$ cat config.mk
export PLATFORM = sky130hd
export DESIGN_NAME = cache_ctrl_nway
export DESIGN_NICKNAME = d
export VERILOG_FILES = /design/src/rtl/cache_ctrl_nway_pkg.sv /design/src/rtl/cache_ctrl_nway_repl_ptr_array.sv /design/src/rtl/cache_ctrl_nway.sv
export SDC_FILE = /design/constraint.sdc
export NUM_CORES = 1
export LEC_CHECK = 0
export CORE_UTILIZATION = 30
export CTS_CLUSTER_DIAMETER = 200
export CTS_CLUSTER_SIZE = 40
export DETAILED_ROUTE_END_ITERATION = 16
export PLACE_DENSITY = 0.6
export RECOVER_POWER = 25
export SLEW_MARGIN = 20
export SYNTH_ARGS = -nofsm -noshare
export SYNTH_HDL_FRONTEND = slang
export SYNTH_SLANG_ARGS = --single-unit
$ cat constraint.sdc
create_clock -name clk -period 1.8 [get_ports clk]
set_clock_uncertainty 0.15 [all_clocks]
set_input_delay 0.36 -clock clk [delete_from_list [all_inputs] [get_ports clk]]
set_output_delay 0.36 -clock clk [all_outputs]
set_load 0.05 [all_outputs]
$ cat src/rtl/cache_ctrl_nway_pkg.sv
// Shared definitions for the N-way cache control FSM: state codes, policy
// constants and elaboration-time width helpers.
package cache_pkg;

  localparam logic [2:0] ST_IDLE   = 3'd0;
  localparam logic [2:0] ST_LOOKUP = 3'd1;
  localparam logic [2:0] ST_WRITE  = 3'd2;
  localparam logic [2:0] ST_WTHRU  = 3'd3;
  localparam logic [2:0] ST_EVICT  = 3'd4;
  localparam logic [2:0] ST_FILL   = 3'd5;
  localparam logic [2:0] ST_UPDATE = 3'd6;
  localparam logic [2:0] ST_ACK    = 3'd7;

  localparam bit POLICY_WB = 1'b1;
  localparam bit POLICY_WT = 1'b0;

  function automatic int clog2(input int n);
    int r;
    r = 0;
    while ((1 << r) < n) r++;
    return r;
  endfunction

  // A one-beat line still needs a 1-bit beat port.
  function automatic int beat_w(input int line_words);
    return (clog2(line_words) < 1) ? 1 : clog2(line_words);
  endfunction

endpackage

$ cat src/rtl/cache_ctrl_nway_repl_ptr_array.sv
// Per-set round-robin replacement pointers; one read port, one increment port.
module repl_ptr_array
  import cache_pkg::*;
#(
  parameter int WAYS = 4,
  parameter int SETS = 16,
  localparam int WW = clog2(WAYS),
  localparam int SW = clog2(SETS)
)(
  input  logic          clk,
  input  logic          reset,
  input  logic [SW-1:0] rd_index,
  output logic [WW-1:0] rd_ptr,
  input  logic          inc,
  input  logic [SW-1:0] inc_index
);

  logic [SETS-1:0][WW-1:0] ptr;

  // WAYS is a power of two, so the natural WW-bit wrap is the modulo.
  always_ff @(posedge clk or posedge reset) begin
    if (reset) begin
      ptr <= '0;
    end else if (inc) begin
      for (int s = 0; s < SETS; s++)
        if (inc_index == SW'(s)) ptr[s] <= ptr[s] + 1'b1;
    end
  end

  assign rd_ptr = ptr[rd_index];

endmodule

$ cat src/rtl/cache_ctrl_nway.sv
// Sequencer for an N-way set-associative cache: lookup, write, write-through,
// multi-beat evict/fill and per-set round-robin victim selection.
module cache_ctrl_nway
  import cache_pkg::*;
#(
  parameter int WAYS       = 4,
  parameter int SETS       = 16,
  parameter int LINE_WORDS = 4,
  parameter bit WRITE_BACK = POLICY_WB,
  localparam int WW = clog2(WAYS),
  localparam int SW = clog2(SETS),
  localparam int BW = beat_w(LINE_WORDS)
)(
  input  logic          clk,
  input  logic          reset,
  input  logic          sys_rd,
  input  logic          sys_wr,
  input  logic [SW-1:0] sys_index,
  input  logic          hit,
  input  logic [WW-1:0] hit_way,
  input  logic          victim_dirty,
  input  logic          ram_ack,
  output logic          ram_avalid,
  output logic          ram_wr,
  output logic [BW-1:0] ram_beat,
  output logic          wr,
  output logic          wr_tag,
  output logic          set_dirty,
  output logic          select_data,
  output logic [WW-1:0] way_sel,
  output logic          sys_ack
);

  logic [2:0]    state, nxt;
  logic          op_wr;
  logic [SW-1:0] index;
  logic [WW-1:0] way_q, way_lookup, rptr;
  logic [BW-1:0] beat;
  logic          last_beat, in_burst;

  repl_ptr_array #(.WAYS(WAYS), .SETS(SETS)) u_repl (
    .clk       (clk),
    .reset     (reset),
    .rd_index  (index),
    .rd_ptr    (rptr),
    .inc       (state == ST_UPDATE),
    .inc_index (index)
  );

  assign way_lookup = hit ? hit_way : rptr;
  assign last_beat  = (beat == BW'(LINE_WORDS - 1));
  assign in_burst   = (state == ST_EVICT) || (state == ST_FILL);

  always_comb begin
    nxt = state;
    case (state)
      ST_IDLE:   if (sys_rd ^ sys_wr) nxt = ST_LOOKUP;
      ST_LOOKUP: begin
        if (hit)                       nxt = op_wr ? ST_WRITE : ST_ACK;
        else if (op_wr && !WRITE_BACK) nxt = ST_WTHRU;
        else if (WRITE_BACK && victim_dirty) nxt = ST_EVICT;
        else                           nxt = ST_FILL;
      end
      ST_WRITE:  nxt = WRITE_BACK ? ST_ACK : ST_WTHRU;
      ST_WTHRU:  if (ram_ack) nxt = ST_ACK;
      ST_EVICT:  if (ram_ack && last_beat) nxt = ST_FILL;
      ST_FILL:   if (ram_ack && last_beat) nxt = ST_UPDATE;
      // After a fill the retried lookup is a guaranteed hit.
      ST_UPDATE: nxt = (sys_rd || sys_wr) ? ST_LOOKUP : ST_IDLE;
      ST_ACK:    if (!sys_rd && !sys_wr) nxt = ST_IDLE;
      default:   nxt = ST_IDLE;
    endcase
  end

  always_ff @(posedge clk or posedge reset) begin
    if (reset) begin
      state <= ST_IDLE;
      op_wr <= 1'b0;
      index <= '0;
      way_q <= '0;
      beat  <= '0;
    end else begin
      state <= nxt;
      if (state == ST_IDLE && (sys_rd ^ sys_wr)) begin
        op_wr <= sys_wr;
        index <= sys_index;
      end
      if (state == ST_LOOKUP) way_q <= way_lookup;
      if (in_burst && ram_ack) beat <= last_beat ? '0 : beat + 1'b1;
    end
  end

  assign ram_avalid  = (state == ST_WTHRU) || in_burst;
  assign ram_wr      = (state == ST_WTHRU) || (state == ST_EVICT);
  assign ram_beat    = beat;
  assign wr          = (state == ST_WRITE) || ((state == ST_FILL) && ram_ack);
  assign wr_tag      = (state == ST_UPDATE);
  assign set_dirty   = (state == ST_WRITE) && WRITE_BACK;
  assign select_data = (state == ST_FILL);
  assign way_sel     = (state == ST_LOOKUP) ? way_lookup : way_q;
  assign sys_ack     = (state == ST_ACK);

endmodule
==> reports/results.txt <==
The tools report the overflow left after global routing as 0. Across the run, the number of max-cap violations was 0. The top fanout value on the critical path was 3. Kind of critical path: reg -> out. The tools report the clock tree root buffer cell as sky130_fd_sc_hd__clkbuf_8. Summing internal, switching and leakage power gives 6.35 mW. Summed over all layers, the routed wires come to 5970 um. The number of sinks handled by clock tree synthesis is 44. The number of global-route vias before repair was 1,959. The ratio of cells with drive above 1 in the final layout was 0.545; the worst path required time was 1290 ps. The number of enable flip-flop cells after synthesis is 0, and the smallest setup slack after layout is -591 ps.

Buffers inserted to repair hold after CTS numbered 0. Setup violations remaining at the end of the flow were counted as 8. The die is 89.9 um wide. The count of antenna diodes in the layout is 0. Using the TritonRoute via totals, the vias-per-cell ratio works out to 4.74.

Met1 capacity usage during global routing: 0.179. The run gives 75 as the iteration-0 DRC count of the detailed router. After layout, the minimum clock period comes to 2390 ps. The power density over cell area is 1690 nW/um2, and the core outline area is 7370 um2. The count of state elements after synthesis was 44.

The run finished, with violations left. Maximum vdd drop: 0.566 mV. The share of the core filled with cells in the final layout came out at 0.509.

The cell leakage power came out at 1.68 nW. The peak-usage layer in the global routing report was met2. The H-tree generated during clock tree synthesis spans 2 levels. The run gives 0.475 as the sequential area share after synthesis. The standard-cell row count is 31, and the area share of the largest cell type after synthesis is 0.475.

The Yosys step of the flow raised 0 warnings. The area added between synthesis and finish is 61.7%, and the total global-route track usage is 0.147. The post-synthesis area per instance came out at 11.3 um2. In this run the deepest clock path goes through 2 buffers. STA classifies the critical path startpoint as a flop. For this block, the via count after detailed routing is 1,904.

In the final timing run, aggregate negative setup slack is -1650 ps. For the number of antenna violations at the first check in global routing, the log shows 0. Synthesis handed over a netlist of 205 instances.

The die footprint came out at 8090 um2. The commonest cells after synthesis are sky130_fd_sc_hd__dfrtp_1 (44), sky130_fd_sc_hd__xnor2_1 (32), sky130_fd_sc_hd__nand2_1 (22). The most frequent cell after synthesis is sky130_fd_sc_hd__dfrtp_1. The tools report the kind of end point of the critical path as an output port.

The hold slack is 312 ps. For this run, the detailed router's first-pass iteration total came to 4. The share of the clock period used by the worst path after layout is 1.33. In this run the worst hold path is classified as in -> reg. For the final cell area excluding filler cells, the log shows 3750 um2. The clock-pin slew on the worst setup and hold paths is 80 ps, and the remaining number of nets flagged by the antenna check after routing is 0. The tools report the maximum number of pins on one net before global-route repair as 45. Setup repair after global routing could not meet its margin everywhere. After detailed routing, the average wire length per cell comes to 14.9 um.

For this run, design rule violations remaining after detail routing come to 0. For the clock latency on the worst-skew pair, the log shows 300 ps. TritonCTS built the clock tree. Routability-driven placement finished with a final weighted congestion of 0.785. The floorplan step set the die height to 89.9 um. Buffers inserted during clock tree synthesis total 5. The worst slew margin relative to its limit is 0.274, and the peak clock frequency supported by timing is 418 MHz. After detailed placement, the design holds a cell count of 373. The final net count was 318. In this run the cell area of the synthesized design comes to 2320 um2. Among all flip-flop cells after synthesis, the most frequent one is sky130_fd_sc_hd__dfrtp_1.

The finished layout holds 402 standard cells, fillers aside. Max-slew violation total from the final report: 0. During I/O placement, the number of pins put on the boundary was 24. Prior to clock tree synthesis, the placed netlist has a worst setup slack of -412 ps. The proportion of register bits with asynchronous set or reset after synthesis is 1.00. The transition time of the tightest slew-check pin was 1090 ps; the critical path arrival was 1880 ps. sky130_fd_sc_hd__dfrtp_1 takes more of the synthesized area than any other cell. By area the synthesized netlist is led by sky130_fd_sc_hd__dfrtp_1 (47%), sky130_fd_sc_hd__xnor2_1 (12%), sky130_fd_sc_hd__mux4_2 (4.9%), sky130_fd_sc_hd__mux2_2 (3.9%), sky130_fd_sc_hd__nand3_1 (3.7%). Number of port buffers: 23.

The met3 track demand over resource in global routing is 0.0364, and the area after detailed placement is 3220 um2. The initial standard-cell utilization of the core is 0.315, and the met2 track demand over resource in global routing is 0.253. The checks that failed: negative setup slack. In this run, distinct cell masters in the synthesized netlist total 40. The count of final hold-check violations came out at 0. The detailed-placement wirelength estimate came out at 3730 um. The global-route wire length before repair came out at 9320 um. When the netlist entered floorplanning its net count stood at 220.
==> critical path, cell delays in order, from the launching register on <==
cell                      delay (ps)
sky130_fd_sc_hd__dfrtp_1         420
sky130_fd_sc_hd__buf_6           130
sky130_fd_sc_hd__mux4_2          480
sky130_fd_sc_hd__mux2i_1         170
sky130_fd_sc_hd__or2_4           160
sky130_fd_sc_hd__a21oi_4          60
sky130_fd_sc_hd__buf_12          160
==> power breakdown <==
group          internal, mW  switching (mW)
sequential             1.30           0.244
combinational          2.20            2.01
clock                 0.264           0.333
total                  3.76            2.59
==> layout by cell type, fill, tap and decap left out, types with 3 or more instances in the layout <==
cell                              count
sky130_fd_sc_hd__nor2b_1              5
sky130_fd_sc_hd__xnor2_2              7
sky130_fd_sc_hd__buf_6               14
sky130_fd_sc_hd__nand2_1             12
sky130_fd_sc_hd__mux2_2               5
sky130_fd_sc_hd__nand2_2              6
sky130_fd_sc_hd__nand2_4              4
sky130_fd_sc_hd__o21ai_2              3
sky130_fd_sc_hd__o21ai_0              4
sky130_fd_sc_hd__nand3_1              6
sky130_fd_sc_hd__nand3_2             10
sky130_fd_sc_hd__mux2i_1              4
sky130_fd_sc_hd__xnor2_1             25
sky130_fd_sc_hd__clkbuf_8             5
sky130_fd_sc_hd__nor3_4               3
sky130_fd_sc_hd__mux4_2               5
sky130_fd_sc_hd__or2_4                3
sky130_fd_sc_hd__buf_12              12
sky130_fd_sc_hd__clkdlybuf4s50_1     10
sky130_fd_sc_hd__mux2_4               3
sky130_fd_sc_hd__buf_4               63
sky130_fd_sc_hd__dfrtp_1             43
==> registers in the layout, indices dropped and copies added, names as in the netlist <==
| register | count |
|---|---|
| way_q | 2 |
| op_wr | 1 |
| index | 4 |
| u_repl.ptr | 32 |
| ram_beat | 2 |
| state | 3 |
==> final timing paths <==
check	from	end	slack, ps	depth (start not counted)
setup / recovery	index[1]	way_sel[1]	-590	6
hold / removal	sys_wr	op_wr	310	2
setup reg to reg	state[1]	u_repl.ptr[9]	-10	8
hold reg to reg	u_repl.ptr[23]	u_repl.ptr[23]	320	1
max in group asynchronous	reset	index[2]	220	3
min in group asynchronous	reset	index[3]	550	3
==> area by class of cell <==
type	count	area, um2
clock inverters	1	5.00
repair buffers	102	993
inverters	7	41.3
well taps	99	124
fillers	651	3620
clock buffers	6	72.6
flip-flops and latches	44	1100
multi-input cells	143	1410
==> layer usage <==
metal  up-vias  share of wire  wire length (um)
met2        32           0.52              3100
met3        11          0.029               175
met5         -              0                 0
met4         0          0.019               113
met1       957           0.43              2580
li1        904              -                 -
==> kinds of logic after synthesis <==
family                   synth area share
AO/OA/AOI/OAI                      0.0680
XOR/XNOR                            0.121
adder cells (fa/ha/maj)            0.0108
buffers and inverters              0.0378
flip-flops                          0.475
multiplexers                        0.116
AND/OR/NAND/NOR                     0.172
==> repair_timing <==
item | CTS | global route
setup buffers | 12 | 15
pin swaps | 8 | 27
cloned | 0 | 0
endpoints found under the setup margin | 15 | 39
resized for setup | 30 | 47
Note: power is estimated with default switching activity, not from simulation.
